### config.mk
export PLATFORM = sky130hd
export DESIGN_NAME = zjh_cc_tf_serial
export DESIGN_NICKNAME = d
export VERILOG_FILES = /design/src/rtl/zjh_cc_pkg.sv /design/src/rtl/zjh_cc_bitcell.sv /design/src/rtl/zjh_cc_tf_serial.sv
export SDC_FILE = /design/constraint.sdc
export NUM_CORES = 1
export LEC_CHECK = 0
export ABC_AREA = 1
export CAP_MARGIN = 20
export CORE_ASPECT_RATIO = 0.9
export CORE_MARGIN = 2
export CORE_UTILIZATION = 25
export DETAILED_ROUTE_END_ITERATION = 16
export GPL_ROUTABILITY_DRIVEN = 0
export PLACE_DENSITY = 0.43
export SLEW_MARGIN = 10
export SYNTH_ARGS = -nofsm -noshare
export SYNTH_HDL_FRONTEND = slang
export SYNTH_HIERARCHICAL = 1
export SYNTH_SLANG_ARGS = --single-unit
### constraint.sdc
create_clock -name CLK -period 2.1 [get_ports CLK]
set_input_delay 0.42 -clock CLK [delete_from_list [all_inputs] [get_ports CLK]]
set_output_delay 0.42 -clock CLK [all_outputs]
set_load 0.005 [all_outputs]
### src/rtl/zjh_cc_pkg.sv
// Shared types and constants for the complement-to-true-form serial converter.
package zjh_cc_pkg;

   localparam int DEFAULT_WIDTH = 8;

   typedef enum logic [1:0] {
      ST_IDLE  = 2'b00,
      ST_SHIFT = 2'b01,
      ST_DONE  = 2'b10
   } state_e;

   // Counter must index WIDTH-1 magnitude bits; keep at least one bit so WIDTH=2 elaborates.
   function automatic int cnt_width(input int width);
      return (width - 1 > 1) ? $clog2(width - 1) : 1;
   endfunction

endpackage

### src/rtl/zjh_cc_bitcell.sv
// Serial two's-complement cell: copies bits up to and including the first 1, inverts the rest.
module zjh_cc_bitcell (
   input  logic clk,
   input  logic rst_n,
   input  logic clr_i,
   input  logic en_i,
   input  logic bit_i,
   output logic out_bit_o,
   output logic found_o
);

   logic found_q;
   logic found_d;

   always_comb begin
      // NOTE: default assignment first so every path drives found_d and no latch is inferred.
      found_d = found_q;
      if (clr_i) begin
         found_d = 1'b0;
      end else if (en_i) begin
         found_d = found_q | bit_i;
      end
   end

   // NOTE: non-blocking assignment keeps the register update race-free against other flops.
   always_ff @(posedge clk or negedge rst_n) begin
      if (!rst_n) begin
         found_q <= 1'b0;
      end else begin
         found_q <= found_d;
      end
   end

   assign out_bit_o = found_q ? ~bit_i : bit_i;
   assign found_o   = found_q;

endmodule

### src/rtl/zjh_cc_tf_serial.sv
// Bit-serial two's-complement to sign-magnitude converter with valid/ready handshakes.
module zjh_cc_tf_serial
   import zjh_cc_pkg::*;
#(
   parameter int WIDTH = DEFAULT_WIDTH
) (
   input  logic             CLK,
   input  logic             RESET_N,
   input  logic             IN_VALID,
   output logic             IN_READY,
   input  logic [WIDTH-1:0] DataIn,
   output logic             OUT_VALID,
   input  logic             OUT_READY,
   output logic [WIDTH-1:0] DataOut,
   output logic             OVF,
   output logic             BUSY
);

   localparam int            MW       = WIDTH - 1;
   localparam int            CW       = cnt_width(WIDTH);
   localparam logic [CW-1:0] LAST_CNT = CW'(WIDTH - 2);

   state_e           state_q;
   logic [CW-1:0]    cnt_q;
   logic [MW-1:0]    src_q;
   logic [MW-1:0]    res_q;
   logic [WIDTH-1:0] dout_q;
   logic             ovf_q;

   logic             accept;
   logic             shift_en;
   logic             out_bit;
   logic             found_one;
   logic [MW:0]      res_ext;
   logic [MW-1:0]    res_d;

   assign accept   = (state_q == ST_IDLE) && IN_VALID;
   assign shift_en = (state_q == ST_SHIFT);

   zjh_cc_bitcell u_cell (
      .clk       (CLK),
      .rst_n     (RESET_N),
      .clr_i     (accept),
      .en_i      (shift_en),
      .bit_i     (src_q[0]),
      .out_bit_o (out_bit),
      .found_o   (found_one)
   );

   // Converted bits enter from the MSB side so the LSB-first stream lands in order.
   assign res_ext = {out_bit, res_q};
   assign res_d   = res_ext[MW:1];

   always_ff @(posedge CLK or negedge RESET_N) begin
      if (!RESET_N) begin
         state_q <= ST_IDLE;
         cnt_q   <= '0;
         src_q   <= '0;
         res_q   <= '0;
         dout_q  <= '0;
         ovf_q   <= 1'b0;
      end else begin
         unique case (state_q)
            ST_IDLE: begin
               if (IN_VALID) begin
                  if (!DataIn[WIDTH-1]) begin
                     dout_q  <= DataIn;
                     ovf_q   <= 1'b0;
                     state_q <= ST_DONE;
                  end else begin
                     src_q   <= DataIn[MW-1:0];
                     res_q   <= '0;
                     cnt_q   <= '0;
                     state_q <= ST_SHIFT;
                  end
               end
            end
            ST_SHIFT: begin
               src_q <= src_q >> 1;
               res_q <= res_d;
               cnt_q <= cnt_q + CW'(1);
               if (cnt_q == LAST_CNT) begin
                  dout_q  <= {1'b1, res_d};
                  // No 1 anywhere in the magnitude means the input was the most negative value.
                  ovf_q   <= ~(found_one | src_q[0]);
                  state_q <= ST_DONE;
               end
            end
            ST_DONE: begin
               if (OUT_READY) begin
                  state_q <= ST_IDLE;
               end
            end
            default: state_q <= ST_IDLE;
         endcase
      end
   end

   assign IN_READY  = (state_q == ST_IDLE);
   assign OUT_VALID = (state_q == ST_DONE);
   assign BUSY      = (state_q != ST_IDLE);
   assign DataOut   = dout_q;
   assign OVF       = ovf_q;

endmodule

==> impl_metrics.yaml <==
timing:
  tns_ps: 0
  hold_viol_final: 0
  setup_viol: 0
  worst_slew_pin_slew_ps: 374
  setup_slack_ps: 190
  max_freq_ghz: 0.524
  fin_worst_skew_ps: 8.41
  hold_ws_ps: 486
  rsz0062_at_grt: "false"
  slew_violations: 0
  slew_headroom_pct: 75.0
  post-route-period-util_pct: 90.9
  period_minus_slack_ps: 1910
clock_tree:
  path_clk_slew_ps: 100
  clockBufferDepth: 2
  cts_buffers: 3
  h-tree-depth: 1
  postCtsHoldBufs: 0
  clock_latency_ps: 280
  cts_tree: "built"
  postCtsSetupBuffers: 0
  cts_root_buffer: "clkbuf_8"
  clock-sinks: 28
  cts_resized: 0
synth:
  synth_area_leaders: "dfrtp_1 (52%), nand2_1 (22%), o21ai_0 (5.2%), inv_1 (4.2%), nand3_1 (3.3%)"
  synth.most_common_cell: "nand2_1"
  synthTopCellsByCount: "nand2_1 (78), dfrtp_1 (28), inv_1 (15), o21ai_0 (14), nand3_1 (9)"
  syn_nets: 186
  ys.flop_type: "dfrtp_1"
  ys_seq_area_share_pct: 51.7
  ys_ff_latch: 28
  async_reset_ff_share_pct: 100
  yosysTopAreaCellShare_pct: 51.7
  ys_types: 22
  avgSynthCellArea_um2: 7.93
  synthesis.area_um2: 1360
  synth-edff-count: 0
  syn_inst: 171
  yosys.area.top_type: "dfrtp_1"
  yosys_warnings: 6
worst_setup_path:
  cpMaxStageDelayCell: "dfrtp_1"
  cp.required_ps: 1680
  cp_slowest_stage_delay_ps: 480
  arrival_ps: 1490
  cp_max_fo: 7
  path_cells: "nor2_2 > inv_1 > clkdlybuf4s50_1"
  cp-start-kind: "register"
  end_kind: "output port"
  worst-setup-path-type: "reg -> out"
layout:
  diodes: 0
  nNetsFinal: 212
  area_growth_pct: 25.2
  drive_above_1_share_pct: 7.69
pwr:
  p_per_area_nw_per_um2: 1340
  power.total_mw: 2.28
  vdd_drop_max_v: 0.000568
  p_leak_nw: 0.850
placement:
  post-place-ws_ps: 346
  dp_hpwl_mm: 2.20
  numPortBuffers: 23
detailed_routing:
  via_per_inst: 4.29
  routed_wl_mm: 3.02
  drc_errors: 0
  dr_wl_met2_mm: 1.38
  vias: 1125
  wl_met3_um: 128
  met1_length_mm: 1.51
  wl_per_cell_um: 11.5
  antenna_left: 0
  firstDrtPassIters: 4
  highest_layer: "met4"
  drt_iter0_markers: 50
grt:
  grt_first_pass_wirelength_mm: 5.30
  grt_antenna_before_repair: 0
  grt_pass1_vias: 1151
  grt_overflow: 0
  grt_max_degree: 29
  track_usage_pct: 11.6
status:
  outcome: "completed"
die:
  start_util_pct: 25.8
  die_w_um: 81.6
  die_h_um: 73.9
  core-area_um2: 5260
  die-area_um2: 6030
  fp-row-count: 25
  io_pins: 24
worst_hold_path:
  min_path_type: "reg -> reg"
job:
  drv_cap: 0
flip-flops by register name, summed over array words and instances, names as in the netlist:
register,count
res_q,6
state_q,2
src_q,7
OVF,1
cnt_q,3
u_cell/found_o,1
DataOut,8
cell type report:
type	instances	area (µm²)
Multi-Input combinational cell	123	571
Inverter	17	63.8
Timing Repair Buffer	24	238
Tap cell	67	83.8
Sequential cell	28	701
Clock buffer	3	41.3
Fill cell	585	3560
critical path, delay by kind of cell, from the launching register on:
kind / cells / cell delay [ps]
buf+inv: 2 / 540
simple gates: 1 / 190
flops: 1 / 480
logic make-up (layout without fill, tap and decap cells):
| logic type | Yosys count | after routing | share of synthesized area [%] |
|---|---|---|---|
| compound gates | 18 | 18 | 7.75 |
| simple gates | 102 | 102 | 31.5 |
| fa+ha+maj | 3 | 3 | 2.77 |
| flops | 28 | 28 | 51.7 |
| buf+inv | 20 | 44 | 6.27 |
metrics by stage:
step           instances  util (%)  area (µm²)
6_report             262      32.3        1700
5_1_grt              262      32.3        1700
4_1_cts              262      32.3        1700
3_5_place_dp         259      31.5        1660
3_3_place_gp         259      31.5        1660
2_1_floorplan        171         -        1360
routing by layer:
layer	track usage (%)	vias to the layer above
met5	0	-
met4	1.67	0
met3	3.07	2
met2	19.9	18
met1	15.0	527
li1	-	578
placed cells by master (no fill, tap or decap):
master and n:
dfrtp_1 28, inv_2 2, o21ai_1 1, inv_1 15, buf_4 1, a21oi_4 1, nor2_2 1, nand2_1 78
nand2_2 2, nor2_4 1, o21ai_0 14, clkbuf_8 3, ha_1 3, or2_2 1, nor2_1 6, nor3_1 2
nand3_1 9, o21ai_2 1, clkdlybuf4s50_1 23, a21oi_1 1, nand2_4 1, nand3_2 1
worst paths after layout:
check,from,to,slack [ps],cells after the start
worst max-delay path,state_q[0],BUSY,190,3
worst min-delay path,DataOut[6],DataOut[6],490,2
min in group asynchronous,RESET_N,cnt_q[1],510,2
worst min register to register,DataOut[6],DataOut[6],490,2
worst max register to register,state_q[1],src_q[4],630,7
max in group asynchronous,RESET_N,DataOut[2],1300,2
report_power, final:
part	total, mW	internal, mW	switching [mW]
combinational	1.05	0.444	0.610
sequential	0.928	0.769	0.158
clock	0.298	0.129	0.169
Note: power is estimated with default switching activity, not from simulation.
